===== config.mk =====
export PLATFORM = sky130hd
export DESIGN_NAME = fwd_hazard_unit_flat
export DESIGN_NICKNAME = d
export VERILOG_FILES = /design/src/rtl/fwd_hazard_unit_pkg.sv /design/src/rtl/fwd_hazard_unit_if.sv /design/src/rtl/fwd_hazard_unit_fwd_select.sv /design/src/rtl/fwd_hazard_unit.sv /design/src/flat_wrapper.sv
export SDC_FILE = /design/constraint.sdc
export NUM_CORES = 1
export LEC_CHECK = 0
export CORE_MARGIN = 1
export CORE_UTILIZATION = 44
export DETAILED_ROUTE_END_ITERATION = 16
export GPL_ROUTABILITY_DRIVEN = 0
export PLACE_DENSITY = 0.8
export SYNTH_ARGS = -nofsm -noshare
export SYNTH_HDL_FRONTEND = slang
export SYNTH_HIERARCHICAL = 1
export SYNTH_SLANG_ARGS = --single-unit

===== constraint.sdc =====
create_clock -name clk -period 3.8 [get_ports clk]
set_input_delay 0.76 -clock clk [delete_from_list [all_inputs] [get_ports clk]]
set_output_delay 0.76 -clock clk [all_outputs]
set_load 0.02 [all_outputs]

===== src/rtl/fwd_hazard_unit_pkg.sv =====
// Shared constants and types for the forwarding / hazard unit.
package fwd_hazard_unit_pkg;

    // Forwarding select encoding seen by the EX operand muxes
    localparam logic [1:0] FWD_RF  = 2'b00;
    localparam logic [1:0] FWD_EX  = 2'b01;
    localparam logic [1:0] FWD_MEM = 2'b10;
    localparam logic [1:0] FWD_WB  = 2'b11;

    // Register 0 is hardwired to zero and must never be forwarded
    localparam int unsigned RF_ZERO = 0;

    // Bubble counter width, wide enough for up to 4 load-use bubbles
    localparam int BUB_W = 3;

    typedef enum logic {
        RUN = 1'b0,
        LU  = 1'b1
    } hz_state_t;

endpackage


===== src/rtl/fwd_hazard_unit_if.sv =====
// Bundle between the pipeline control and the forwarding / hazard unit.
interface fwd_hazard_unit_if #(
    parameter int RA_W    = 5,
    parameter int NUM_SRC = 2,
    parameter int CNT_W   = 16
);
    logic                      id_valid;
    logic [NUM_SRC*RA_W-1:0]   id_src;
    logic [NUM_SRC-1:0]        id_src_used;
    logic [RA_W-1:0]           ex_dst;
    logic [RA_W-1:0]           mem_dst;
    logic [RA_W-1:0]           wb_dst;
    logic                      ex_rw;
    logic                      mem_rw;
    logic                      wb_rw;
    logic                      ex_is_load;
    logic                      mem_busy;
    logic                      flush;
    logic                      cnt_clr;
    logic [2*NUM_SRC-1:0]      fwd_sel;
    logic                      stall_if;
    logic                      stall_id;
    logic                      bubble_ex;
    logic                      freeze;
    logic [CNT_W-1:0]          stall_cnt;

    // Pipeline side: supplies stage info, consumes selects and stalls
    modport master (
        output id_valid, id_src, id_src_used,
        output ex_dst, mem_dst, wb_dst, ex_rw, mem_rw, wb_rw,
        output ex_is_load, mem_busy, flush, cnt_clr,
        input  fwd_sel, stall_if, stall_id, bubble_ex, freeze, stall_cnt
    );

    // Hazard unit side
    modport slave (
        input  id_valid, id_src, id_src_used,
        input  ex_dst, mem_dst, wb_dst, ex_rw, mem_rw, wb_rw,
        input  ex_is_load, mem_busy, flush, cnt_clr,
        output fwd_sel, stall_if, stall_id, bubble_ex, freeze, stall_cnt
    );

endinterface


===== src/rtl/fwd_hazard_unit_fwd_select.sv =====
// Single-source forwarding priority compare (EX > MEM > WB > regfile).
module fwd_select
    import fwd_hazard_unit_pkg::*;
#(
    parameter int RA_W = 5
) (
    input  logic [RA_W-1:0] src,
    input  logic            used,
    input  logic [RA_W-1:0] ex_dst,
    input  logic            ex_rw,
    input  logic [RA_W-1:0] mem_dst,
    input  logic            mem_rw,
    input  logic [RA_W-1:0] wb_dst,
    input  logic            wb_rw,
    output logic [1:0]      sel,
    output logic            ex_match
);

    logic mem_match;
    logic wb_match;

    // A stage only matches a source that is really read and a non-zero writer
    assign ex_match  = used & ex_rw  & (ex_dst  != RA_W'(RF_ZERO)) & (ex_dst  == src);
    assign mem_match = used & mem_rw & (mem_dst != RA_W'(RF_ZERO)) & (mem_dst == src);
    assign wb_match  = used & wb_rw  & (wb_dst  != RA_W'(RF_ZERO)) & (wb_dst  == src);

    // Youngest producer wins
    always_comb begin
        sel = FWD_RF;
        if (ex_match) begin
            sel = FWD_EX;
        end else if (mem_match) begin
            sel = FWD_MEM;
        end else if (wb_match) begin
            sel = FWD_WB;
        end
    end

endmodule


===== src/rtl/fwd_hazard_unit.sv =====
// Forwarding select generation plus load-use stall, freeze and flush control.
module fwd_hazard_unit
    import fwd_hazard_unit_pkg::*;
#(
    parameter int RA_W       = 5,
    parameter int NUM_SRC    = 2,
    parameter int LU_BUBBLES = 1,
    parameter int CNT_W      = 16
) (
    input logic               clk,
    input logic               rst_n,
    fwd_hazard_unit_if.slave  hz
);

    localparam logic [BUB_W-1:0] LU_LOAD = BUB_W'(LU_BUBBLES - 1);

    logic [2*NUM_SRC-1:0] sel_raw;
    logic [NUM_SRC-1:0]   ex_match;
    logic                 lu_hit;
    hz_state_t            state;
    logic [BUB_W-1:0]     bub_cnt;
    logic [CNT_W-1:0]     stall_cnt;
    logic                 stall_if;
    logic                 stall_id;
    logic                 bubble_ex;
    logic                 freeze;

    function automatic logic [CNT_W-1:0] sat_inc(input logic [CNT_W-1:0] v);
        return (&v) ? v : v + CNT_W'(1);
    endfunction

    generate
        for (genvar i = 0; i < NUM_SRC; i++) begin : g_src
            fwd_select #(.RA_W(RA_W)) u_sel (
                .src      (hz.id_src[i*RA_W +: RA_W]),
                .used     (hz.id_src_used[i]),
                .ex_dst   (hz.ex_dst),
                .ex_rw    (hz.ex_rw),
                .mem_dst  (hz.mem_dst),
                .mem_rw   (hz.mem_rw),
                .wb_dst   (hz.wb_dst),
                .wb_rw    (hz.wb_rw),
                .sel      (sel_raw[2*i +: 2]),
                .ex_match (ex_match[i])
            );
        end
    endgenerate

    // ex_match already carries ex_rw, dst != 0 and source-used qualification
    assign lu_hit = hz.id_valid & hz.ex_is_load & (|ex_match);

    // Stall controls: reset, then freeze, then flush, then load-use
    always_comb begin
        stall_if  = 1'b0;
        stall_id  = 1'b0;
        bubble_ex = 1'b0;
        freeze    = 1'b0;
        if (!rst_n) begin
            freeze = 1'b0;
        end else if (hz.mem_busy) begin
            freeze   = 1'b1;
            stall_if = 1'b1;
            stall_id = 1'b1;
        end else if (hz.flush) begin
            stall_if = 1'b0;
        end else if (state == LU || lu_hit) begin
            stall_if  = 1'b1;
            stall_id  = 1'b1;
            bubble_ex = 1'b1;
        end
    end

    // Bubble FSM: holds on freeze, cleared by flush, lu_hit ignored while in LU
    always_ff @(posedge clk) begin
        if (!rst_n) begin
            state   <= RUN;
            bub_cnt <= '0;
        end else if (hz.mem_busy) begin
            state   <= state;
            bub_cnt <= bub_cnt;
        end else if (hz.flush) begin
            state   <= RUN;
            bub_cnt <= '0;
        end else if (state == LU) begin
            if (bub_cnt == BUB_W'(1)) begin
                state   <= RUN;
                bub_cnt <= '0;
            end else begin
                bub_cnt <= bub_cnt - BUB_W'(1);
            end
        end else if (lu_hit && (LU_BUBBLES > 1)) begin
            state   <= LU;
            bub_cnt <= LU_LOAD;
        end
    end

    // Saturating stalled-cycle statistic; clear wins over increment
    always_ff @(posedge clk) begin
        if (!rst_n) begin
            stall_cnt <= '0;
        end else if (hz.cnt_clr) begin
            stall_cnt <= '0;
        end else if (stall_id) begin
            stall_cnt <= sat_inc(stall_cnt);
        end
    end

    assign hz.fwd_sel   = rst_n ? sel_raw : '0;
    assign hz.stall_if  = stall_if;
    assign hz.stall_id  = stall_id;
    assign hz.bubble_ex = bubble_ex;
    assign hz.freeze    = freeze;
    assign hz.stall_cnt = stall_cnt;

endmodule


===== src/flat_wrapper.sv =====
// flat-port wrapper written by rule: the top's interface ports become plain ports
module fwd_hazard_unit_flat import fwd_hazard_unit_pkg::*;
#(
    parameter int RA_W       = 5,
    parameter int NUM_SRC    = 2,
    parameter int LU_BUBBLES = 1,
    parameter int CNT_W      = 16
)
  (clk, rst_n, hz_id_valid, hz_id_src, hz_id_src_used, hz_ex_dst, hz_mem_dst, hz_wb_dst, hz_ex_rw, hz_mem_rw, hz_wb_rw, hz_ex_is_load, hz_mem_busy, hz_flush, hz_cnt_clr, hz_fwd_sel, hz_stall_if, hz_stall_id, hz_bubble_ex, hz_freeze, hz_stall_cnt);
  fwd_hazard_unit_if #(.RA_W(RA_W), .NUM_SRC(NUM_SRC), .CNT_W(CNT_W)) hz_i ();
  input logic clk;
  input logic rst_n;
  input wire logic [$bits(hz_i.id_valid)-1:0] hz_id_valid;
  input wire logic [$bits(hz_i.id_src)-1:0] hz_id_src;
  input wire logic [$bits(hz_i.id_src_used)-1:0] hz_id_src_used;
  input wire logic [$bits(hz_i.ex_dst)-1:0] hz_ex_dst;
  input wire logic [$bits(hz_i.mem_dst)-1:0] hz_mem_dst;
  input wire logic [$bits(hz_i.wb_dst)-1:0] hz_wb_dst;
  input wire logic [$bits(hz_i.ex_rw)-1:0] hz_ex_rw;
  input wire logic [$bits(hz_i.mem_rw)-1:0] hz_mem_rw;
  input wire logic [$bits(hz_i.wb_rw)-1:0] hz_wb_rw;
  input wire logic [$bits(hz_i.ex_is_load)-1:0] hz_ex_is_load;
  input wire logic [$bits(hz_i.mem_busy)-1:0] hz_mem_busy;
  input wire logic [$bits(hz_i.flush)-1:0] hz_flush;
  input wire logic [$bits(hz_i.cnt_clr)-1:0] hz_cnt_clr;
  output wire logic [$bits(hz_i.fwd_sel)-1:0] hz_fwd_sel;
  output wire logic [$bits(hz_i.stall_if)-1:0] hz_stall_if;
  output wire logic [$bits(hz_i.stall_id)-1:0] hz_stall_id;
  output wire logic [$bits(hz_i.bubble_ex)-1:0] hz_bubble_ex;
  output wire logic [$bits(hz_i.freeze)-1:0] hz_freeze;
  output wire logic [$bits(hz_i.stall_cnt)-1:0] hz_stall_cnt;
  assign hz_i.id_valid = hz_id_valid;
  assign hz_i.id_src = hz_id_src;
  assign hz_i.id_src_used = hz_id_src_used;
  assign hz_i.ex_dst = hz_ex_dst;
  assign hz_i.mem_dst = hz_mem_dst;
  assign hz_i.wb_dst = hz_wb_dst;
  assign hz_i.ex_rw = hz_ex_rw;
  assign hz_i.mem_rw = hz_mem_rw;
  assign hz_i.wb_rw = hz_wb_rw;
  assign hz_i.ex_is_load = hz_ex_is_load;
  assign hz_i.mem_busy = hz_mem_busy;
  assign hz_i.flush = hz_flush;
  assign hz_i.cnt_clr = hz_cnt_clr;
  assign hz_fwd_sel = hz_i.fwd_sel;
  assign hz_stall_if = hz_i.stall_if;
  assign hz_stall_id = hz_i.stall_id;
  assign hz_bubble_ex = hz_i.bubble_ex;
  assign hz_freeze = hz_i.freeze;
  assign hz_stall_cnt = hz_i.stall_cnt;
  fwd_hazard_unit #(.RA_W(RA_W), .NUM_SRC(NUM_SRC), .LU_BUBBLES(LU_BUBBLES), .CNT_W(CNT_W)) u_core (.clk(clk), .rst_n(rst_n), .hz(hz_i));
endmodule

# [After elaboration in Yosys (flattened, before gate mapping)]
# Index checks and enable logic that the tools add are counted.
[totals] elab_cells=66 out_inout_bits=24 ff_bits=20
[classes] eq_ne=7 n_bitwise=23 muxes=21 n_addsub=2 n_reduce_logical=10
[ops] cell="5-bit == test" n=6
[ops] cell="1-bit bitwise AND" n=20
[ops] cell="16-bit by 1-bit adder with 16-bit output, second input constant" n=1
[ops] cell="16-bit AND reduction" n=1
[ops] cell="5-bit nonzero test" n=3
[ops] cell="2-bit two-way mux" n=6
[ops] cell="1-bit two-way mux" n=11
[ops] cell="3-bit two-way mux" n=3
[ops] cell="4-bit two-way mux" n=1
[ops] cell="2-bit AND reduction" n=2
[ops] cell="2-bit OR reduction" n=2
[ops] cell="3-bit by 1-bit == test with 1-bit output, second input constant" n=1
[ops] cell="1-bit NOT" n=3
[ops] cell="3-bit by 1-bit subtractor with 3-bit output, second input constant" n=1
[ops] cell="2-bit nonzero test" n=1
[ops] cell="1-bit logical OR" n=1

# [Depth between registers and ports, before layout]
[depth] word_depth=11 ltp_mapped=9 mapped_depth_nobuf=8

# [Hierarchy]
# Netlist, hierarchy kept.
[modules_own_cells] module="fwd_hazard_unit" cells_each=128 area_per_inst_um2=1088.5 instances=1
[modules_own_cells] module="fwd_select" cells_each=32 area_per_inst_um2=244.0 instances=2

# [Least setup slack after synthesis]
# No wires, ideal clock.
[synth_timing] path_kind="input -> output" from="input hz_ex_dst[2]" to="output hz_stall_if" path_slack_ns=0.539 t_required_ns=3.040 path_buffers=2 arrival_ns=2.501 stages=7 path_cell_list="o41ai_1 -> a211oi_2 -> o211a_1 -> o311ai_2 -> buf_2 -> inv_1 -> buf_4"
[synth_via] elab_chain_cells=10
[synth_lines] item="start: declaration" line_no="flat_wrapper.sv:16" rtl="input wire logic [$bits(hz_i.ex_dst)-1:0] hz_ex_dst;"
[synth_lines] item="5-bit nonzero test" line_no="fwd_hazard_unit_fwd_select.sv:23" rtl="assign ex_match = used & ex_rw & (ex_dst != RA_W'(RF_ZERO)) & (ex_dst == src);"
[synth_lines] item="1-bit bitwise AND" line_no="fwd_hazard_unit_fwd_select.sv:23"
[synth_lines] item="1-bit bitwise AND (*)" line_no="fwd_hazard_unit_fwd_select.sv:23"
[synth_lines] item="via u_core.ex_match[1]" line_no="fwd_hazard_unit.sv:18" rtl="logic [NUM_SRC-1:0] ex_match;"
[synth_lines] item="2-bit OR reduction (*)" line_no="fwd_hazard_unit.sv:50" rtl="assign lu_hit = hz.id_valid & hz.ex_is_load & (|ex_match);"
[synth_lines] item="1-bit bitwise AND (*)" line_no="fwd_hazard_unit.sv:50"
[synth_lines] item="1-bit logical OR (*)" line_no="fwd_hazard_unit.sv:66" rtl="end else if (state == LU || lu_hit) begin"
[synth_lines] item="1-bit two-way mux (*) (4 in series)"
[synth_lines] item="end: declaration" line_no="flat_wrapper.sv:27" rtl="output wire logic [$bits(hz_i.stall_if)-1:0] hz_stall_if;"
# The timed path passes the listed nets; every way through them passes the cells marked *.

# [Worst setup path after layout]
[layout_timing] from="input hz_id_src[2]" to="output hz_fwd_sel[1]"
[layout_via] elab_chain_cells=6
[layout_lines] item="start: declaration" line_no="flat_wrapper.sv:14" rtl="input wire logic [$bits(hz_i.id_src)-1:0] hz_id_src;"
[layout_lines] item="5-bit == test" line_no="fwd_hazard_unit_fwd_select.sv:25" rtl="assign wb_match = used & wb_rw & (wb_dst != RA_W'(RF_ZERO)) & (wb_dst == src);"
[layout_lines] item="1-bit bitwise AND" line_no="fwd_hazard_unit_fwd_select.sv:25"
[layout_lines] item="2-bit two-way mux" line_no="fwd_hazard_unit_fwd_select.sv:34" rtl="end else if (wb_match) begin"
[layout_lines] item="2-bit two-way mux" line_no="fwd_hazard_unit_fwd_select.sv:32" rtl="end else if (mem_match) begin"
[layout_lines] item="2-bit two-way mux (*)" line_no="fwd_hazard_unit_fwd_select.sv:30" rtl="if (ex_match) begin"
[layout_lines] item="via u_core.sel_raw[1]" line_no="fwd_hazard_unit.sv:17" rtl="logic [2*NUM_SRC-1:0] sel_raw;"
[layout_lines] item="4-bit two-way mux (*)" line_no="fwd_hazard_unit.sv:108" rtl="assign hz.fwd_sel = rst_n ? sel_raw : '0;"
[layout_lines] item="end: declaration" line_no="flat_wrapper.sv:26" rtl="output wire logic [$bits(hz_i.fwd_sel)-1:0] hz_fwd_sel;"
# Marked as above.

==> results.md <==
* DRC viols at 0
* # clock sinks at 20
* Tightest Hold Check Type: flip-flop to flip-flop
* CTS tree: built
* PD cells at approximately 220 nW/µm²
* Reg2reg setup slack at 1640 ps
* Startpoint Class: primary input
* Largest stage delay, worst path at between 600 and 700 ps
* Commonest non-fill, non-tap cells in the layout: clkdlybuf4s50_1 (56), xnor2_1 (23), nor2_1 (22), dfxtp_1 (20), xor2_1 (12)
* Initial antenna violation count at 0
* WP depth at 8
* RR Endpoint: u_core/hz.stall_cnt[15]
* Ports at 61
* Fmax at about 270 MHz
* Crit Path Class: primary input to primary output
* First DRT Iteration DRCs at between 100 and 150
* Die Y at 61.9 µm
* Initial core utilization at 0.465
* Setup Skew at ~10 ps
* Required time of the critical path at slightly above 3000 ps
* Top cells by area, synth: dfxtp_1 (25%), xnor2_1 (13%), xor2_1 (6.7%)
* Area of the multi-input gates at around 1100 µm²
* Final setup vio count at 0
* Min Clock Period, post-route at 3690 ps
* Fin. max-slew vios at 0
* CP top delay family: buffers and inverters
* Layout cells sized above 1 at 0.0954
* Worst-Margin Slew at 671 ps
* Worst skew pair latency at between 300 and 400 ps
* Commonest non-fill, non-tap cell in the layout: clkdlybuf4s50_1
* First-pass GRT wire length at ~7 mm
* Total congestion overflow at 0
* Synth unique cells at 37
* Async SR Flop Fraction at 0
* Detailed Place HPWL at 3.36 mm
* Ys flop type: dfxtp_1
* Drt total wl at around 4.3 mm
* Final Cycle Share at 0.972
* # H-tree levels at 1
* Vias per cell at around 5.3
* Layout overhead on the synthesized area at 49.9%
* Routed WL per cell at 13.9 µm
* Arrival @ worst endpoint at slightly below 3000 ps
* Clock Tree Buf Depth at 2
* Pin count of the biggest net entering global routing at 18
* P_leak at 0.877 nW
* Unrepaired setup endpoints after global routing: no
* Hold_sp: u_core/state
* Relative slew slack at 0.553
* TritonCTS Buffers at 3
* Crit path top cell by count: clkdlybuf4s50_1
* Filler Cell Count at roughly 280
* Post-CTS Setup Bufs at 0
* Synthesized net count at ~230
* Clk root buf: clkbuf_4
* Tot GR Track Use at 0.242
* Vias in the first global route at around 1500
* Die X at roughly 62 µm
* Final #Nets at between 300 and 400
* Flops & latches, synth at 20
* Worst VDD drop at between 0.2 and 0.25 mV
* Die Area at about 3800 µm²
* Antenna fix cells at 0
* Register Area at 400 µm²
* DP Area at 2290 µm²
* Post-synthesis simple-gate area fraction at 0.309
* Bufs and invs on worst path at 3
* Cells on worst reg2reg path at 6
* Compound-gate portion of the synthesized area at 0.160
* Worst-path cell chain: clkdlybuf4s50_1, buf_4, xor2_1, nor3_1, o2111ai_1, a21oi_1, and2_1, clkdlybuf4s50_1
* Input/output buffers at 60
* Maxcap violations at 0
* Setup tns final at 0 ps
* Mux contribution to synthesized area at 0
* Crit end category: primary output
* Status: complete, no violations
* Syn avg cell area at around 8.2 µm²
* XOR/XNOR share of the synthesized area at 0.215
* Post-route ant nets at 0
* # rows at 21
* Cell Area, Synth at 1580 µm²
* Start of the worst register-to-register path: u_core/hz.stall_cnt[0]
* Worst-path clk slew at between 100 and 150 ps
* Warnings, synthesis at 6
* Post-Synthesis Cells at around 190
* TritonRoute pass-1 iters at 4
* Crit path max fanout at 3
* Final Cell Area at ~2400 µm²
* Via count at around 1600
* Yosys top cell area share at 0.254
* Setup crit start: hz_id_src[2]
* Cts hold-fix bufs at 0
* Slowest CP cell: clkdlybuf4s50_1
* Post-synth top area cell: dfxtp_1
* Final hold violation count at 0
* Adder-Cell Fraction of Synth Area at 0.0238
* Core Region at 3390 µm²
* Largest family of logic cells by synthesized area: simple AND/OR/NAND/NOR gates
* EDFF count, synth at 0
* Critical Path End: hz_fwd_sel[1]
* Sequential area share after synthesis at 0.254
where the power goes:
part	internal (W)	switching, W	leakage (nW)
sequential	0.000212	0.00000160	0.161
clock	0.000107	0.0000720	0.0279
combinational	0.0000704	0.0000599	0.688
total	0.000389	0.000133	0.877
Yosys cell counts, types with 2 or more instances:
master,count
nor3b_1,2
nor4_1,9
clkbuf_1,2
ha_1,3
xor2_1,12
a21oi_1,8
nand3_1,10
o2111a_1,2
nand2b_1,2
and3_1,2
nor4b_1,4
nor2b_1,2
xnor2_1,23
nor3_1,11
o21bai_1,3
inv_1,10
nand4_1,3
a211oi_2,2
nand3b_1,2
dfxtp_1,20
xnor2_2,2
o21ai_0,5
o211a_1,2
nor2_1,22
o41ai_1,2
and2_1,6
nand2_1,6
o2111ai_1,6
state kept, by name (all words and copies together), names as in the netlist:
name	cells
u_core/hz.stall_cnt	16
u_core/state	1
u_core/bub_cnt	3
worst register-to-register path, stage by stage, from the launching register on:
cell and delay, ps:
dfxtp_1 440, ha_1 240, nand4_1 290, nor4_4 610
nor3_2 140, a311o_1 340, nand2_1 60
cells by family (layout without fill, tap and decap cells):
kind of cell | after synthesis | after routing
flops | 20 | 20
compound gates | 32 | 32
fa+ha+maj | 3 | 3
buf+inv | 15 | 85
simple gates | 85 | 85
xor+xnor | 37 | 37
what timing repair did:
item,CTS,global route
resized for setup,4,2
endpoints found under the setup margin,3,2
gates cloned,0,0
how the worst min path moves through the flow:
| stage | endpoint | cells after the start |
|---|---|---|
| 2_1_floorplan | u_core/state | 1 |
| 3_3_place_gp | u_core/state | 1 |
| 3_5_place_dp | u_core/state | 1 |
| 4_1_cts | u_core/state | 1 |
| 5_1_grt | u_core/state | 1 |
| 6_report | u_core/state | 1 |
layout make-up:
cell class                 instances  share of cell area
inverter                          10              0.0159
tap                               46              0.0244
sequential                        20               0.169
clock inverter                     1              0.0127
timing repair buffer              71               0.290
multi-input combinational        157               0.478
clock buffer                       3             0.00953
metal layers:
metal | up-vias | GRT usage | routed length, µm
met5 | - | 0 | 0
met4 | 0 | 0.0571 | 59
met3 | 6 | 0.0497 | 272
met2 | 54 | 0.386 | 1920
met1 | 728 | 0.336 | 2040
li1 | 836 | - | -
metrics by stage:
step           utilization  setup WS, ps  cells  total power [W]  hold WS, ps
5_1_grt              0.697          25.1    308         0.000542          524
4_1_cts              0.696          53.5    308         0.000524          508
3_5_place_dp         0.677          -115    304         0.000346          488
2_1_floorplan            -           539    192         0.000272          467
6_report             0.697           106    308         0.000522          510
3_3_place_gp         0.677         -47.3    304         0.000345          486
No activity file was read; power rests on OpenSTA's default activity.
